`src/rtl/eprom_port_arbiter.sv`:
```
// Four-port EPROM front end: per-port one-entry read latch, round-robin
// fill from a single byte-wide external memory over a req/ack handshake.
module eprom_port_arbiter #(
    parameter int          MEM_ADDR_W = 20,
    parameter int unsigned MEM_BASE   = 0
) (
    input  logic                  CLK_48M,
    input  logic                  rst,
    input  logic [3:0][14:0]      port_addr,
    input  logic [3:0]            port_ce_n,
    output logic [3:0][7:0]       port_data,
    output logic [3:0]            port_late,
    output logic [MEM_ADDR_W-1:0] mem_addr,
    output logic                  mem_rd,
    input  logic                  mem_ack,
    input  logic [7:0]            mem_data
);

    localparam logic [MEM_ADDR_W-1:0] BASE_ADDR = MEM_ADDR_W'(MEM_BASE) << 17;

    typedef enum logic {IDLE, BUSY} state_t;

    state_t      state;
    logic [1:0]  grant;
    logic [1:0]  rr;
    logic [1:0]  sel;
    logic [1:0]  idx;
    logic [14:0] issued;
    logic [3:0]  pending;
    logic [3:0]  req;
    logic [3:0]  grant_now;
    logic [3:0]  inflight;
    logic        any_req;
    logic        fill;

    // A pending port whose CE has just risen is dropped, never granted.
    assign req     = pending & ~port_ce_n;
    assign any_req = |req;
    assign fill    = (state == BUSY) && mem_rd && mem_ack;

    always_comb begin
        sel = rr;
        idx = rr;
        for (int k = 3; k >= 0; k--) begin
            idx = rr + 2'(k);
            if (req[idx]) sel = idx;
        end
    end

    always_comb begin
        grant_now = '0;
        inflight  = '0;
        if (state == IDLE && any_req) grant_now[sel] = 1'b1;
        if (state == BUSY) inflight[grant] = 1'b1;
    end

    always_ff @(posedge CLK_48M) begin
        if (rst) begin
            state    <= IDLE;
            mem_rd   <= 1'b0;
            mem_addr <= '0;
            grant    <= '0;
            rr       <= '0;
            issued   <= '0;
        end else begin
            case (state)
                IDLE: if (any_req) begin
                    grant    <= sel;
                    issued   <= port_addr[sel];
                    mem_addr <= BASE_ADDR | MEM_ADDR_W'({sel, port_addr[sel]});
                    mem_rd   <= 1'b1;
                    state    <= BUSY;
                end
                BUSY: if (mem_ack) begin
                    mem_rd <= 1'b0;
                    rr     <= grant + 2'd1;
                    state  <= IDLE;
                end
                default: state <= IDLE;
            endcase
        end
    end

    for (genvar i = 0; i < 4; i++) begin : g_port
        logic [14:0] tag;
        logic [7:0]  data_q;
        logic        valid;
        logic        pend_q;
        logic        late_q;
        logic        hit;
        logic        miss;
        logic        fill_i;

        assign fill_i = fill && (grant == 2'(i));
        assign hit    = !port_ce_n[i] && valid && (port_addr[i] == tag);
        // Returning fill for an older address still counts as a miss so the
        // new address gets its own request.
        assign miss   = !port_ce_n[i] && !hit && !pend_q &&
                        (!inflight[i] || (fill_i && port_addr[i] != issued));

        assign pending[i]   = pend_q;
        assign port_late[i] = late_q;
        assign port_data[i] = data_q;

        always_ff @(posedge CLK_48M) begin
            if (rst) begin
                tag    <= '0;
                data_q <= '0;
                valid  <= 1'b0;
                pend_q <= 1'b0;
                late_q <= 1'b0;
            end else begin
                if (fill_i) begin
                    data_q <= mem_data;
                    tag    <= issued;
                    valid  <= 1'b1;
                end
                if (grant_now[i] || port_ce_n[i]) pend_q <= 1'b0;
                else if (miss)                    pend_q <= 1'b1;
                if (port_ce_n[i] && (pend_q || inflight[i])) late_q <= 1'b1;
            end
        end
    end

endmodule

```
`config.mk`:
```
export PLATFORM = sky130hd
export DESIGN_NAME = eprom_port_arbiter
export DESIGN_NICKNAME = d
export VERILOG_FILES = /design/src/rtl/eprom_port_arbiter.sv
export SDC_FILE = /design/constraint.sdc
export NUM_CORES = 1
export LEC_CHECK = 0
export BUFFER_PORTS_ARGS = -buffer_cell sky130_fd_sc_hd__buf_2
export CORE_MARGIN = 2
export CORE_UTILIZATION = 60
export CTS_CLUSTER_SIZE = 28
export DETAILED_ROUTE_END_ITERATION = 10
export GPL_ROUTABILITY_DRIVEN = 1
export PLACE_DENSITY = 0.86
export SLEW_MARGIN = 10
export SYNTH_ARGS = -nofsm -noshare
export SYNTH_HDL_FRONTEND = slang
export SYNTH_SLANG_ARGS = --single-unit
export TNS_END_PERCENT = 20
```
`constraint.sdc`:
```
create_clock -name CLK_48M -period 4.8 [get_ports CLK_48M]
set_input_delay 0.24 -clock CLK_48M [delete_from_list [all_inputs] [get_ports CLK_48M]]
set_output_delay 0.24 -clock CLK_48M [all_outputs]
set_load 0.02 [all_outputs]
```
==> flow_summary_export.csv <==
group,metric,value,unit
status,status,"finished, final reports clean",
synth,synth-seq-cells,125,
power_and_ir_drop,power_density,361,mW/mm²
synth,yosysWarnings,0,
place,port_buffers,128,
clock_network,clockBufferDepth,2,
flow_run,drv_cap,0,
final_layout,multi_input_area,0.00364,mm²
synth,ys_types,44,
setup_path,cp-end-kind,"flop",
synth,netlist_area,0.00647,mm²
die,start_util,0.622,
die,boundaryPins,132,
die,fp.dieH,108,µm
place,placed_area,0.00698,mm²
synth,synth.avg_cell_area,8.09,µm²
die,fp.dieW,108,µm
synth,syn_inst,800,
synth,synth.most_common_cell,"nand2_1",
global_route,globalRouteTotalUtil,0.347,
final_layout,regArea,0.00250,mm²
power_and_ir_drop,internal_power,1940,µW
clock_network,clock_tree.root_cell,"clkbuf_8",
clock_network,post_cts_buffers,0,
global_route,grt_max_degree,62,
final_layout,design_area,0.00765,mm²
clock_network,cts.clk_slew.worst_paths,0.06,ns
min_path,hold_path_class,"in -> reg",
setup_path,cp-start-kind,"input pin",
sta,max_slew_margin,0.260,
synth,ys_top_cells_by_area,"dfxtp_1 39%, nand2_1 12%, xnor2_1 8.8%",
drt,drc,0,
power_and_ir_drop,leakagePower,0.00290,µW
synth,seq_area_frac_synth,0.387,
synth,ys_top_cells_by_count,"207 x nand2_1, 125 x dfxtp_1, 103 x a21oi_1",
sta,min_period,2.65,ns
place,dpl.hpwl,13400,µm
global_route,grt_pass1_vias,5933,
power_and_ir_drop,p_switching,827,µW
place,dp_cells,999,
setup_path,critPathRequiredTime,5.19,ns
clock_network,ctsResizeCount,0,
drt,num_vias,6330,
setup_path,cp_max_fo,18,
synth,synth_largest_area_cell,"dfxtp_1",
final_layout,fillers,790,
setup_path,cp_data_arrival_time,3.04,ns
drt,drt_iter0_markers,517,
clock_network,numCtsBuffers,17,
drt,via_per_inst,6.07,
die,dieArea,0.0116,mm²
sta,period_share,0.551,
sta,rsz0062_at_grt,"false",
clock_network,htreeDepth,4,
power_and_ir_drop,p_seq_frac,0.427,
clock_network,clk_latency,0.53,ns
synth,yosysTopAreaCellShare,0.387,
power_and_ir_drop,pwr-share-comb,0.138,
sta,hold_viol,0,
sta,setup_viol,0,
sta,skew,0.00776,ns
sta,setup_tns,0,ns
global_route,global_route.overflow_total,0,
power_and_ir_drop,pwr-share-clk,0.434,
drt,first_pass_iters,5,
final_layout,nets,972,
global_route,grt_pass1_wl,30800,µm
clock_network,cts_num_sinks,125,
drt,routedWlPerCell,19.2,µm
synth,synth_edf_count,0,
sta,max_freq,378,MHz
die,core-area,0.0104,mm²
setup_path,criticalPathCategory,"in -> reg",
drt,ant_nets,0,
die,placement_rows,37,
sta,report.final.slew_viol_count,0,
place,place_congestion,0.975,
final_layout,area_delta_synth_final,18.2,%
drt,routed_wl,20000,µm
clock_network,cts_tree,"done",
final_layout,n_antenna_cell,0,
global_route,antenna_found_initial,0,
sta,worstMarginPinSlew,1.11,ns
final_layout,layout-drive-gt1-share,0.198,
clock_network,ctsHoldBuffers,11,
synth,synth-async-reset-ratio,0,
power_and_ir_drop,ir_drop,0.000303,V
final_layout,layoutNonFillerInstCount,1042,
power_and_ir_drop,swShare,0.299,
synth,synth-main-ff-cell,"dfxtp_1",
[final cells by class]
class | count | share of cell area
Inverter | 3 | 0.00147
Timing Repair Buffer | 141 | 0.100
Sequential cell | 125 | 0.327
Clock buffer | 19 | 0.0577
Clock inverter | 13 | 0.0154
Multi-Input combinational cell | 605 | 0.476
Tap cell | 136 | 0.0222
[critical path, cell delays in order]
cell and delay, ns:
dlygate4sd3_1 0.53, buf_2 0.15, nand2b_2 0.24, a32oi_1 0.21
o21a_1 0.58, or2_1 0.68, mux2i_1 0.31, o211ai_2 0.09
[power groups by stage]
stage,combinational (µW),clock [µW],sequential [µW]
after CTS,375,1210,1170
after global routing,409,1260,1180
final,383,1200,1180
after global placement,358,0,1190
after detailed placement,365,0,1190
after floorplan,276,0,1130
[path summary, 6_finish.rpt]
| kind | from | endpoint | slack, ns | depth (start not counted) |
|---|---|---|---|---|
| max | port_ce_n[1] | mem_addr[14] | 2.15 | 8 |
| min | mem_data[6] | g_port[1].data_q[6] | 0.02 | 3 |
| max reg2reg | g_port[1].pend_q | mem_addr[14] | 2.29 | 6 |
| min reg2reg | g_port[2].data_q[6] | g_port[2].data_q[6] | 0.45 | 2 |
[registers in the layout (all words and copies together) (netlist names)]
| signal | count |
|---|---|
| g_port.valid | 4 |
| mem_rd | 1 |
| state | 1 |
| g_port.pend_q | 4 |
| g_port.tag | 60 |
| issued | 14 |
| g_port.late_q | 4 |
| g_port.data_q | 32 |
| grant | 2 |
| rr | 2 |
| mem_addr | 1 |
[layout by cell type, fill, tap and decap left out, types with 15 or more instances in the layout]
cell type / instances
nand2_1: 207
buf_2: 127
dfxtp_1: 125
a21oi_1: 103
xnor2_1: 65
xor2_1: 55
nand4_1: 21
nor2_1: 20
a31oi_1: 19
nor4_1: 19
mux2i_1: 16
clkbuf_16: 16
nor4b_1: 15
[metrics by stage]
step	setup WS (ns)	hold WS, ns	utilization	power (µW)
final	2.15	0.0184	0.735	2760
after global placement	2.30	0.438	0.670	1550
after CTS	2.24	0.00396	0.735	2750
after floorplan	3.03	0.309	-	1410
after global routing	2.07	0.0131	0.735	2840
after detailed placement	2.25	0.443	0.670	1560
[logic make-up after synthesis]
| group | share of synthesized area |
|---|---|
| flops | 0.387 |
| other cells | 0.000579 |
| mux | 0.0247 |
| xor+xnor | 0.162 |
| simple gates | 0.220 |
| buf+inv | 0.0522 |
| compound gates | 0.146 |
| fa+ha+maj | 0.00773 |
[routing by layer]
layer  vias up  global-route usage  wire length, µm
li1       2878                   -                -
met2       413               0.558             9110
met5         -                   0                0
met4         0               0.208             1210
met1      2925               0.416             7660
met3       114              0.0884             1970
Note: power is estimated with default switching activity, not from simulation.
